===== src/rtl/ps2_pkg.sv =====
// +----------------------------------------------------------------------+
// | ps2_pkg : shared types and constants for the PS/2 scan-code receiver |
// | Rev 1.0                                                              |
// +----------------------------------------------------------------------+
`default_nettype none

package ps2_pkg;

  typedef enum logic [1:0] {
    ST_IDLE   = 2'd0,
    ST_DATA   = 2'd1,
    ST_PARITY = 2'd2,
    ST_STOP   = 2'd3
  } ps2_state_t;

  localparam logic [7:0] PS2_BREAK     = 8'hF0;
  localparam logic [7:0] PS2_EXT       = 8'hE0;
  localparam int         PS2_DATA_BITS = 8;

endpackage

`default_nettype wire


===== src/rtl/ps2_sync_filter.sv =====
// +----------------------------------------------------------------------+
// | ps2_sync_filter : 2-FF synchronizer plus FILTER_LEN stability filter |
// | Rev 1.0                                                              |
// +----------------------------------------------------------------------+
`default_nettype none

module ps2_sync_filter #(
  parameter int FILTER_LEN = 8
) (
  input  logic clk,
  input  logic reset,
  input  logic i_pin,
  output logic o_level,
  output logic o_fall
);

  localparam int CW = (FILTER_LEN > 1) ? $clog2(FILTER_LEN + 1) : 1;
  localparam logic [CW-1:0] c_cnt_last = CW'(FILTER_LEN - 1);

  logic [1:0]    r_sync;
  logic [CW-1:0] r_cnt;
  logic          r_level;
  logic          r_fall;

  // A new level is accepted only after it has differed for FILTER_LEN cycles in a row.
  always_ff @(posedge clk) begin
    if (reset) begin
      r_sync  <= 2'b11;
      r_cnt   <= '0;
      r_level <= 1'b1;
      r_fall  <= 1'b0;
    end else begin
      r_sync <= {r_sync[0], i_pin};
      r_fall <= 1'b0;
      if (r_sync[1] != r_level) begin
        if (r_cnt == c_cnt_last) begin
          r_level <= r_sync[1];
          r_cnt   <= '0;
          r_fall  <= ~r_sync[1];
        end else begin
          r_cnt <= r_cnt + 1'b1;
        end
      end else begin
        r_cnt <= '0;
      end
    end
  end

  assign o_level = r_level;
  assign o_fall  = r_fall;

endmodule

`default_nettype wire


===== src/rtl/ps2_scancode_rx.sv =====
// +----------------------------------------------------------------------+
// | ps2_scancode_rx : PS/2 frame receiver, strips break/extended codes   |
// | Optional macro PS2_PARITY_CHECK_EN enables odd-parity checking. R1.0 |
// +----------------------------------------------------------------------+
`default_nettype none

module ps2_scancode_rx
  import ps2_pkg::*;
#(
  parameter int FILTER_LEN  = 8,
  parameter int TIMEOUT_CYC = 20000
) (
  input  logic       clk,
  input  logic       reset,
  input  logic       i_ps2_clk,
  input  logic       i_ps2_data,
  output logic [3:0] o_dig1,
  output logic [3:0] o_dig2,
  output logic       o_key_valid,
  output logic       o_frame_err
);

  localparam int TW = $clog2(TIMEOUT_CYC + 1);
  localparam logic [TW-1:0] c_timeout_max = TW'(TIMEOUT_CYC);
  localparam logic [2:0]    c_last_bit    = 3'(PS2_DATA_BITS - 1);

  logic w_clk_level;
  logic w_fall;
  logic w_data;
  logic w_stop_ok;

  ps2_state_t    r_state;
  logic [2:0]    r_bit_cnt;
  logic [7:0]    r_shift;
  logic [TW-1:0] r_to_cnt;
  logic          r_brk;
  logic          r_ext;
  logic [3:0]    r_dig1;
  logic [3:0]    r_dig2;
  logic          r_key_valid;
  logic          r_frame_err;

  ps2_sync_filter #(.FILTER_LEN(FILTER_LEN)) u_clk_filt (
    .clk     (clk),
    .reset   (reset),
    .i_pin   (i_ps2_clk),
    .o_level (w_clk_level),
    .o_fall  (w_fall)
  );

  ps2_sync_filter #(.FILTER_LEN(FILTER_LEN)) u_data_filt (
    .clk     (clk),
    .reset   (reset),
    .i_pin   (i_ps2_data),
    .o_level (w_data),
    .o_fall  ()
  );

`ifdef PS2_PARITY_CHECK_EN
  logic r_parity;
  assign w_stop_ok = w_data & (^{r_shift, r_parity});
`else
  assign w_stop_ok = w_data;
`endif

  always_ff @(posedge clk) begin
    if (reset) begin
      r_state     <= ST_IDLE;
      r_bit_cnt   <= '0;
      r_shift     <= '0;
      r_to_cnt    <= '0;
      r_brk       <= 1'b0;
      r_ext       <= 1'b0;
      r_dig1      <= '0;
      r_dig2      <= '0;
      r_key_valid <= 1'b0;
      r_frame_err <= 1'b0;
`ifdef PS2_PARITY_CHECK_EN
      r_parity    <= 1'b0;
`endif
    end else begin
      r_key_valid <= 1'b0;
      r_frame_err <= 1'b0;
      if (r_state == ST_IDLE || w_fall) begin
        r_to_cnt <= '0;
      end else begin
        r_to_cnt <= r_to_cnt + 1'b1;
      end

      // A fall landing on the timeout cycle wins; the frame keeps going.
      if (r_state != ST_IDLE && !w_fall && r_to_cnt == c_timeout_max) begin
        r_state     <= ST_IDLE;
        r_frame_err <= 1'b1;
      end else if (w_fall) begin
        case (r_state)
          ST_IDLE: begin
            if (!w_data) begin
              r_state   <= ST_DATA;
              r_bit_cnt <= '0;
            end
          end
          ST_DATA: begin
            r_shift <= {w_data, r_shift[7:1]};
            if (r_bit_cnt == c_last_bit) begin
              r_state <= ST_PARITY;
            end else begin
              r_bit_cnt <= r_bit_cnt + 1'b1;
            end
          end
          ST_PARITY: begin
`ifdef PS2_PARITY_CHECK_EN
            r_parity <= w_data;
`endif
            r_state <= ST_STOP;
          end
          ST_STOP: begin
            r_state <= ST_IDLE;
            if (!w_stop_ok) begin
              r_frame_err <= 1'b1;
            end else if (r_shift == PS2_BREAK) begin
              r_brk <= 1'b1;
            end else if (r_shift == PS2_EXT) begin
              r_ext <= 1'b1;
            end else if (r_brk || r_ext) begin
              r_brk <= 1'b0;
              r_ext <= 1'b0;
            end else begin
              r_dig2      <= r_shift[7:4];
              r_dig1      <= r_shift[3:0];
              r_key_valid <= 1'b1;
            end
          end
          default: r_state <= ST_IDLE;
        endcase
      end
    end
  end

  assign o_dig1      = r_dig1;
  assign o_dig2      = r_dig2;
  assign o_key_valid = r_key_valid;
  assign o_frame_err = r_frame_err;

  // The filtered clock level is only consumed through its fall strobe.
  logic w_unused;
  assign w_unused = w_clk_level;

endmodule

`default_nettype wire


===== config.mk =====
export PLATFORM = sky130hd
export DESIGN_NAME = ps2_scancode_rx
export DESIGN_NICKNAME = d
export VERILOG_FILES = /design/src/rtl/ps2_pkg.sv /design/src/rtl/ps2_sync_filter.sv /design/src/rtl/ps2_scancode_rx.sv
export SDC_FILE = /design/constraint.sdc
export NUM_CORES = 1
export LEC_CHECK = 0
export CORE_MARGIN = 3
export CORE_UTILIZATION = 50
export DETAILED_ROUTE_END_ITERATION = 10
export GPL_TIMING_DRIVEN = 0
export PLACE_DENSITY = 0.69
export REMOVE_ABC_BUFFERS = 1
export SLEW_MARGIN = 20
export SYNTH_ARGS = -nofsm -noshare
export SYNTH_HDL_FRONTEND = slang
export SYNTH_SLANG_ARGS = --single-unit
export TNS_END_PERCENT = 20

===== constraint.sdc =====
create_clock -name clk -period 1.9 [get_ports clk]
set_input_delay 0.38 -clock clk [delete_from_list [all_inputs] [get_ports clk]]
set_output_delay 0.38 -clock clk [all_outputs]
set_load 0.02 [all_outputs]

==> results by stage, run 1 <==
Outcome:
- The run finished with clean final reports.

Clock tree:
- The root buffer cell chosen for the clock tree is sky130_fd_sc_hd__clkbuf_8.
- Clock latency on the worst-skew pair, taken at its later pin, is 0.30 ns.
- The total CTS buffers is 5.
- Counting along the longest clock path gives a buffer depth of 2.
- The number of levels in the clock H-tree is 2.
- Clock-pin slew was measured on the worst setup and hold paths at 0.09 ns.
- The TritonCTS sink count is 55.
- The CTS tree is yes.

Detailed routing:
- The first TritonRoute pass finished after 4 iterations.
- After detailed routing, the number of vias per cell comes to 5.50.
- The number of remaining DRC errors is 0.
- The wire length per cell is 12.4 um.
- Once detail routing completed, the nets flagged for antenna violations numbered 0.
- The total vias in the final route is 1770.
- The sum of routed wire length over all layers is 4010 um.
- The initial detailed-routing violation count is 137.

Timing:
- The post-route fraction of the period consumed by the critical path is 90.4%.
- The worst slew margin relative to its limit is 52.0%.
- The transition at the pin with the smallest max-transition slack is 0.709 ns.
- The final critical path time including I/O delays and setup is 1.72 ns.
- Setup violations remaining at the end of the flow were counted as 0.
- The top achievable clock speed is 582 MHz.
- Setup repair after global routing left no endpoint under its margin.
- Clock skew on the completed layout was measured at 0.00482 ns.
- The number of hold violations in the final report was 0.
- The tightest hold path in the finished design has a slack of 0.414 ns.
- The worst path setup slack after routing is 0.183 ns.
- The number of pins exceeding their max-slew limit in the final report is 0.

Floorplanning:
- 14 I/O pins were placed.
- Once the floorplan was initialized, standard cells occupied 53.9% of the core.
- The region available for standard cell placement spans 0.00450 mm^2.
- The die covers 0.00573 mm^2.
- The die span in y is 75.7 um.
- The floorplan row count is 24.
- The overall die width is 75.7 um.

Synth:
- The top flip-flop cell by instance count after synthesis is sky130_fd_sc_hd__dfxtp_1.
- After synthesis, the share of cell area in mux cells is 5.36%.
- By count the netlist is led by sky130_fd_sc_hd__dfxtp_1 (55), sky130_fd_sc_hd__a21oi_1 (22), sky130_fd_sc_hd__nand2b_1 (21), sky130_fd_sc_hd__nand2_1 (17), sky130_fd_sc_hd__nand3_1 (17).
- sky130_fd_sc_hd__dfxtp_1 takes more of the synthesized area than any other cell.
- The synthesized area per cell is 9.37 um^2.
- The proportion of netlist area held by the largest area contributor is 45.4%.
- The synthesized netlist devotes 10.4% of its cell area to compound gates.
- The library cell with the highest instance count after synthesis is sky130_fd_sc_hd__dfxtp_1.
- Counting every instance in the synthesized netlist gives 259.
- The sequential cell area fraction in the yosys report is 45.4%.
- The adder-cell share of the synthesized area is 5.15%.
- The unique cell type count in the Yosys netlist is 40.
- Yosys printed 0 warnings.
- The number of register bits inferred by synthesis is 55.
- The number of enable flip-flop cells after synthesis is 0.
- The summed instance area of the synthesized netlist is 0.00243 mm^2.
- Of the total synthesized cell area, the portion taken by AND, OR, NAND and NOR gates is 27.4%.
- In the synthesized netlist the async set-or-reset flop fraction comes to 0%.
- After synthesis, the largest family of logic cells by area is simple AND/OR/NAND/NOR gates.
- After synthesis, the cell types taking the most area are sky130_fd_sc_hd__dfxtp_1 (45%), sky130_fd_sc_hd__nand2b_1 (5.4%), sky130_fd_sc_hd__mux2i_1 (5.4%).
- The post-synthesis share of cell area spent on xor and xnor gates is 3.25%.

Finish:
- The final net count is 284.
- The fill cell total of the finished layout is 410.
- The repair_antennas step left the layout with diodes totalling 0.
- Of the cells placed in the final design, the portion with a size suffix greater than 1 is 6.67%.
- The area overhead of the layout relative to synthesis is 11.6%.
- The area of the multi-input gates is 0.00125 mm^2.
- Registers take 0.00110 mm^2.

GRT:
- The total routing usage reported by global routing is 15.5%.
- The total grt overflow is 0.
- Entering global routing, the biggest net connects 46 pins.
- The first global-routing pass estimated 6850 um of wire.
- The number of global-route vias before repair was 1556.
- The number of antenna violations at the first check in global routing came to 0.

Critical path:
- The endpoint of the lowest-slack register-to-register path is r_bit_cnt[0].
- The startpoint of the worst register-to-register path is r_state[0].
- STA classifies the critical path endpoint as a flop.
- In this run the register-to-register setup slack is 0.18 ns.
- The setup path with the least slack is of type reg2reg.
- The end point of the critical path is r_bit_cnt[0].
- The start point of the critical path is r_state[0].
- The worst setup path is launched from a flop.
- For the worst setup path, the data arrival time is 1.95 ns.
- The number of cells on the worst reg-to-reg path is 5.
- The maximum net fanout on the critical path is 7.
- STA puts the critical path data required time at 2.13 ns.

Pwr:
- IR analysis of the VDD net gives a maximum drop of 0.376 mV.
- The analysis attributes to cell leakage a power of 0.892 nW.
- The power density relative to cell area is 715 mW/mm^2.

Flow run:
- Max-cap violations in this run came to 0.

Placement:
- The count of input and output buffers is 13.
- The worst slack after detailed placement is -0.0779 ns.
- At the end of routability-driven placement, the weighted congestion stood at 0.754.
- The half-perimeter wire length after placement is 2740 um.

Hold path:
- The instance count along the most critical hold path is 1.
- The class of the most critical hold timing path is reg2reg.
- The startpoint identified for the worst hold timing path is u_clk_filt.r_sync[0].
==> cell families after synthesis <==
| family | count (synthesis) |
|---|---|
| compound gates | 38 |
| xor+xnor | 9 |
| fa+ha+maj | 10 |
| buf+inv | 20 |
| flops | 55 |
| mux | 13 |
| simple gates | 114 |
==> layout make-up <==
class	instances	area share, %
Clock buffer	5	2.54
Clock inverter	2	1.39
Inverter	10	1.39
Multi-Input combinational cell	184	46.3
Sequential cell	55	40.6
Tap cell	52	2.40
Timing Repair Buffer	14	5.36
==> worst min-delay path by stage <==
stage                            to  slack [ns]
3_5_place_dp   u_clk_filt.r_sync[1]        0.39
3_3_place_gp   u_clk_filt.r_sync[1]        0.39
4_1_cts        u_clk_filt.r_sync[1]        0.42
2_1_floorplan  u_clk_filt.r_sync[1]        0.39
5_1_grt        u_clk_filt.r_sync[1]        0.44
6_report       u_clk_filt.r_sync[1]        0.41
==> power breakdown <==
part	internal, mW	leakage (nW)	total (mW)	switching (mW)
clock	0.386	0.0502	0.747	0.362
sequential	1.16	0.444	1.16	0.00269
combinational	0.0152	0.397	0.0311	0.0159
total	1.56	0.892	1.94	0.380
==> per-stage QoR <==
step	cells	utilization, %	setup TNS [ns]	area, um^2	power (mW)
6_report	322	60.2	0	2710	1.94
5_1_grt	322	60.2	0	2710	2.02
3_3_place_gp	314	57.4	-20.00	2580	1.22
3_5_place_dp	314	57.3	-0.665	2580	1.22
4_1_cts	321	59.7	0	2690	1.96
2_1_floorplan	249	-	0	2390	1.20
==> layer usage <==
metal | wire, um | GRT usage (%) | vias to the layer above
li1 | - | - | 936
met1 | 2000 | 21.2 | 811
met2 | 1850 | 23.9 | 17
met3 | 109 | 3.96 | 6
met4 | 55 | 5.24 | 0
met5 | 0 | 0 | -
==> registers in the layout, summed over array words and instances (netlist names) <==
register             cells
o_frame_err              1
u_data_filt.o_level      1
u_clk_filt.o_fall        1
r_ext                    1
r_shift                  8
u_clk_filt.r_cnt         4
o_dig1                   4
r_state                  2
u_clk_filt.o_level       1
r_bit_cnt                3
u_data_filt.r_cnt        4
o_key_valid              1
r_to_cnt                15
u_data_filt.r_sync       2
u_clk_filt.r_sync        2
r_brk                    1
o_dig2                   4
==> what timing repair did <==
item,CTS,global route
setup endpoints to repair,13,9
gates cloned,0,0
hold buffers,0,0
resized for setup,1,0
buffers inserted,0,1
pin swaps,1,1
==> critical path, cell delays in order, from the launching register on <==
cell and delay [ns]:
sky130_fd_sc_hd__dfxtp_1 0.39, sky130_fd_sc_hd__inv_1 0.08, sky130_fd_sc_hd__ha_1 0.29, sky130_fd_sc_hd__a21bo_2 0.29
sky130_fd_sc_hd__or4b_1 0.47, sky130_fd_sc_hd__a21oi_1 0.13
==> cells in the final DEF, fill, tap and decap left out, types with 2 or more instances in the layout <==
cell,count
sky130_fd_sc_hd__dfxtp_1,55
sky130_fd_sc_hd__a21oi_1,22
sky130_fd_sc_hd__nand2b_1,21
sky130_fd_sc_hd__nand3_1,17
sky130_fd_sc_hd__nand2_1,17
sky130_fd_sc_hd__mux2i_1,13
sky130_fd_sc_hd__nor2_1,12
sky130_fd_sc_hd__clkdlybuf4s50_1,12
sky130_fd_sc_hd__inv_1,10
sky130_fd_sc_hd__ha_1,10
sky130_fd_sc_hd__xor2_1,8
sky130_fd_sc_hd__o31ai_1,7
sky130_fd_sc_hd__nor4_1,6
sky130_fd_sc_hd__nand3b_1,5
sky130_fd_sc_hd__clkbuf_8,5
sky130_fd_sc_hd__or2_2,4
sky130_fd_sc_hd__nor3_1,4
sky130_fd_sc_hd__or4_1,4
sky130_fd_sc_hd__nor4b_1,3
sky130_fd_sc_hd__nand4_1,3
sky130_fd_sc_hd__and3b_1,2
sky130_fd_sc_hd__or3_1,2
sky130_fd_sc_hd__and2_1,2
sky130_fd_sc_hd__nor2b_1,2
sky130_fd_sc_hd__nand4b_1,2
sky130_fd_sc_hd__o21a_1,2
sky130_fd_sc_hd__o21ai_0,2
Note: power is estimated with default switching activity, not from simulation.
==> run 2, diff against run 1 <==
Settings changed: CORE_MARGIN 3 to not set, CTS_CLUSTER_SIZE set to 14.
==> results by stage, run 2 (synthesis gave the netlist of run 1 again) <==
Detailed routing:
- The total vias in the final route is 1777.
- In the routed design, unresolved DRC markers number 0.
- The first-pass iteration count of the detailed router is 4.
- Summed over all layers, the routed wires come to 3890 um.
- In the final routed layout, each cell accounts on average for 12.0 um.
- The post-detailed-route via-to-cell ratio is 5.50.
- The remaining antenna violation count after routing is 0.
- The initial detailed-routing violation count is 117.

Clock tree:
- The TritonCTS sink count is 55.
- Clock tree synthesis inserted a total of 5 buffers.
- Clock-pin slew was measured on the worst setup and hold paths at 0.09 ns.
- The number of buffers on the longest clock path is 2.
- The tree is rooted in a sky130_fd_sc_hd__clkbuf_8.
- Clock latency on the worst-skew pair, taken at its later pin, is 0.31 ns.
- The clock tree synthesis step divided the H-tree into 2 levels.
- The CTS tree is yes.

Timing:
- Setup violations remaining at the end of the flow were counted as 0.
- Based on the critical path, the design can be clocked at up to 590 MHz.
- The number of pins exceeding their max-slew limit in the final report was 0.
- Dividing the final minimum period by the clock period gives 89.2%.
- The hold slack is 0.415 ns.
- After layout, the worst setup slack is 0.206 ns.
- The number of hold violations in the final report is 0.
- The worst slew margin relative to its limit is 50.9%.
- Setup total negative slack on the finished layout was measured at 0 ns.
- The final clock skew is 0.00703 ns.
- Setup repair after global routing left no endpoint under its margin.
- The transition at the pin with the smallest max-transition slack is 0.726 ns.
- The worst path needs 1.69 ns of the cycle, external delays included.

Finish:
- In the final layout, the multi-input gates occupy 0.00126 mm^2.
- The final design instance area without fill is 0.00274 mm^2.
- Compared with the post-synthesis result, the final layout area differs by 12.9%.
- In the layout the commonest cells are sky130_fd_sc_hd__dfxtp_1 (55), sky130_fd_sc_hd__a21oi_1 (22), sky130_fd_sc_hd__nand2b_1 (21).
- The fill cell total of the finished layout is 386.
- The final instance count without filler cells is 323.
- The register with the most flip-flops in the layout has 15 of them.
- The final core utilization is 60.9%.
- The ratio of cells with drive above 1 in the final layout is 7.01%.
- In the final layout, the registers with the most flip-flops are r_to_cnt (15), r_shift (8).
- The antenna cell count is 0.
- After the last flow step, the layout net total stands at 284.
- The largest register by flop count is r_to_cnt.
- The library cell used most frequently in the layout, excluding fill and tap cells, is sky130_fd_sc_hd__dfxtp_1.
- Summing all flip-flop and latch instances after layout gives 0.00110 mm^2.

Critical path:
- The worst path required time is 2.14 ns.
- Of all nets on the critical path, the largest fanout is 7.
- The worst setup path is captured at a flop.
- The category of the most critical setup path is reg2reg.
- The arrival time at the worst endpoint is 1.93 ns.
- The kind of start point of the critical path is a flop.

Hold path:
- The class of the most critical hold timing path is reg2reg.

Placement:
- Once detailed placement completed, the half-perimeter wirelength came to 2570 um.
- The count of input and output buffers is 13.
- Once placement completed, the tool counted placed cells totaling 314.
- The worst slack after detailed placement is -0.0606 ns.
- The placed instance area is 0.00258 mm^2.
- The routability congestion estimate is 0.757.

Pwr:
- The power density relative to cell area is 760 mW/mm^2.
- The standby leakage power is 0.907 nW.
- The peak supply drop is 0.348 mV.
- The power after layout is 2.08 mW.

Flow run:
- Across the run, the number of max-cap violations was 0.

Floorplanning:
- The floorplan has 24 rows.
- The initial utilization of the core area, before any placement, comes to 53.9%.
- The number of primary I/O pins is 14.
- The die is 71.7 um wide.
- The core area is 0.00450 mm^2.
- The die covers 0.00514 mm^2.
- The die span in y is 71.7 um.

GRT:
- The number of global-route vias before repair is 1493.
- The largest net degree at the start of global routing is 46.
- The total routing usage reported by global routing is 16.7%.
- The total overflow left after global routing is 0.
- The global-route wire length before repair is 6780 um.
- The number of antenna violations at the first check in global routing is 0.

Outcome:
- The flow ran to the end, and the final reports show no timing, DRC or antenna violations.
-- run 2: cell count changes in the layout (fill, tap and decap cells not counted) --
cell / previous run / this run
sky130_fd_sc_hd__clkinvlp_4: 1 / 0
sky130_fd_sc_hd__nand3_2: 1 / 2
sky130_fd_sc_hd__nand3_1: 17 / 16
sky130_fd_sc_hd__bufinv_16: 1 / 2
sky130_fd_sc_hd__clkbuf_1: 0 / 1
-- run 2: metal layers --
layer	part of all wire [%]	up-vias	GRT usage [%]	routed length, um
met4	1.6	0	6.54	61
met1	52	806	23.6	2040
met3	3.5	7	4.22	136
met5	0	-	0	0
li1	-	937	-	-
met2	42	27	24.3	1650
-- run 2: cell type report --
class                   instances  share of cell area [%]
multi-input cells             184                    46.0
repair buffers                 14                    5.29
clock buffers                   6                    2.65
clock inverters                 2                    2.19
inverters                      10                    1.37
flip-flops and latches         55                    40.2
well taps                      52                    2.37
-- run 2: where the power goes --
| group | switching [mW] | total, mW | internal (mW) |
|---|---|---|---|
| sequential | 0.00260 | 1.16 | 1.16 |
| clock | 0.367 | 0.893 | 0.527 |
| combinational | 0.0160 | 0.0312 | 0.0152 |
| total | 0.385 | 2.08 | 1.70 |
-- run 2: worst max-delay path, cell delays in order, from the launching register on --
cell and delay, ns:
sky130_fd_sc_hd__dfxtp_1 0.39, sky130_fd_sc_hd__inv_1 0.08, sky130_fd_sc_hd__ha_1 0.28, sky130_fd_sc_hd__a21bo_2 0.29
sky130_fd_sc_hd__or4b_1 0.47, sky130_fd_sc_hd__a21oi_1 0.13
-- run 2: timing repair --
| item | 4_1_cts | 5_1_grt |
|---|---|---|
| pin swaps | 1 | 1 |
| setup buffers | 0 | 1 |
| hold buffers | 0 | 0 |
| cloned | 0 | 0 |
| gates resized for setup | 1 | 1 |
| endpoints found under the setup margin | 15 | 12 |
-- run 2: worst paths after layout --
path / start / endpoint / slack (ns) / cells after the start
worst max-delay path: r_state[0] / r_bit_cnt[0] / 0.21 / 5
worst min register to register: u_clk_filt.r_sync[0] / u_clk_filt.r_sync[1] / 0.41 / 1
worst max register to register: r_state[0] / r_bit_cnt[0] / 0.21 / 5
worst min-delay path: u_clk_filt.r_sync[0] / u_clk_filt.r_sync[1] / 0.41 / 1
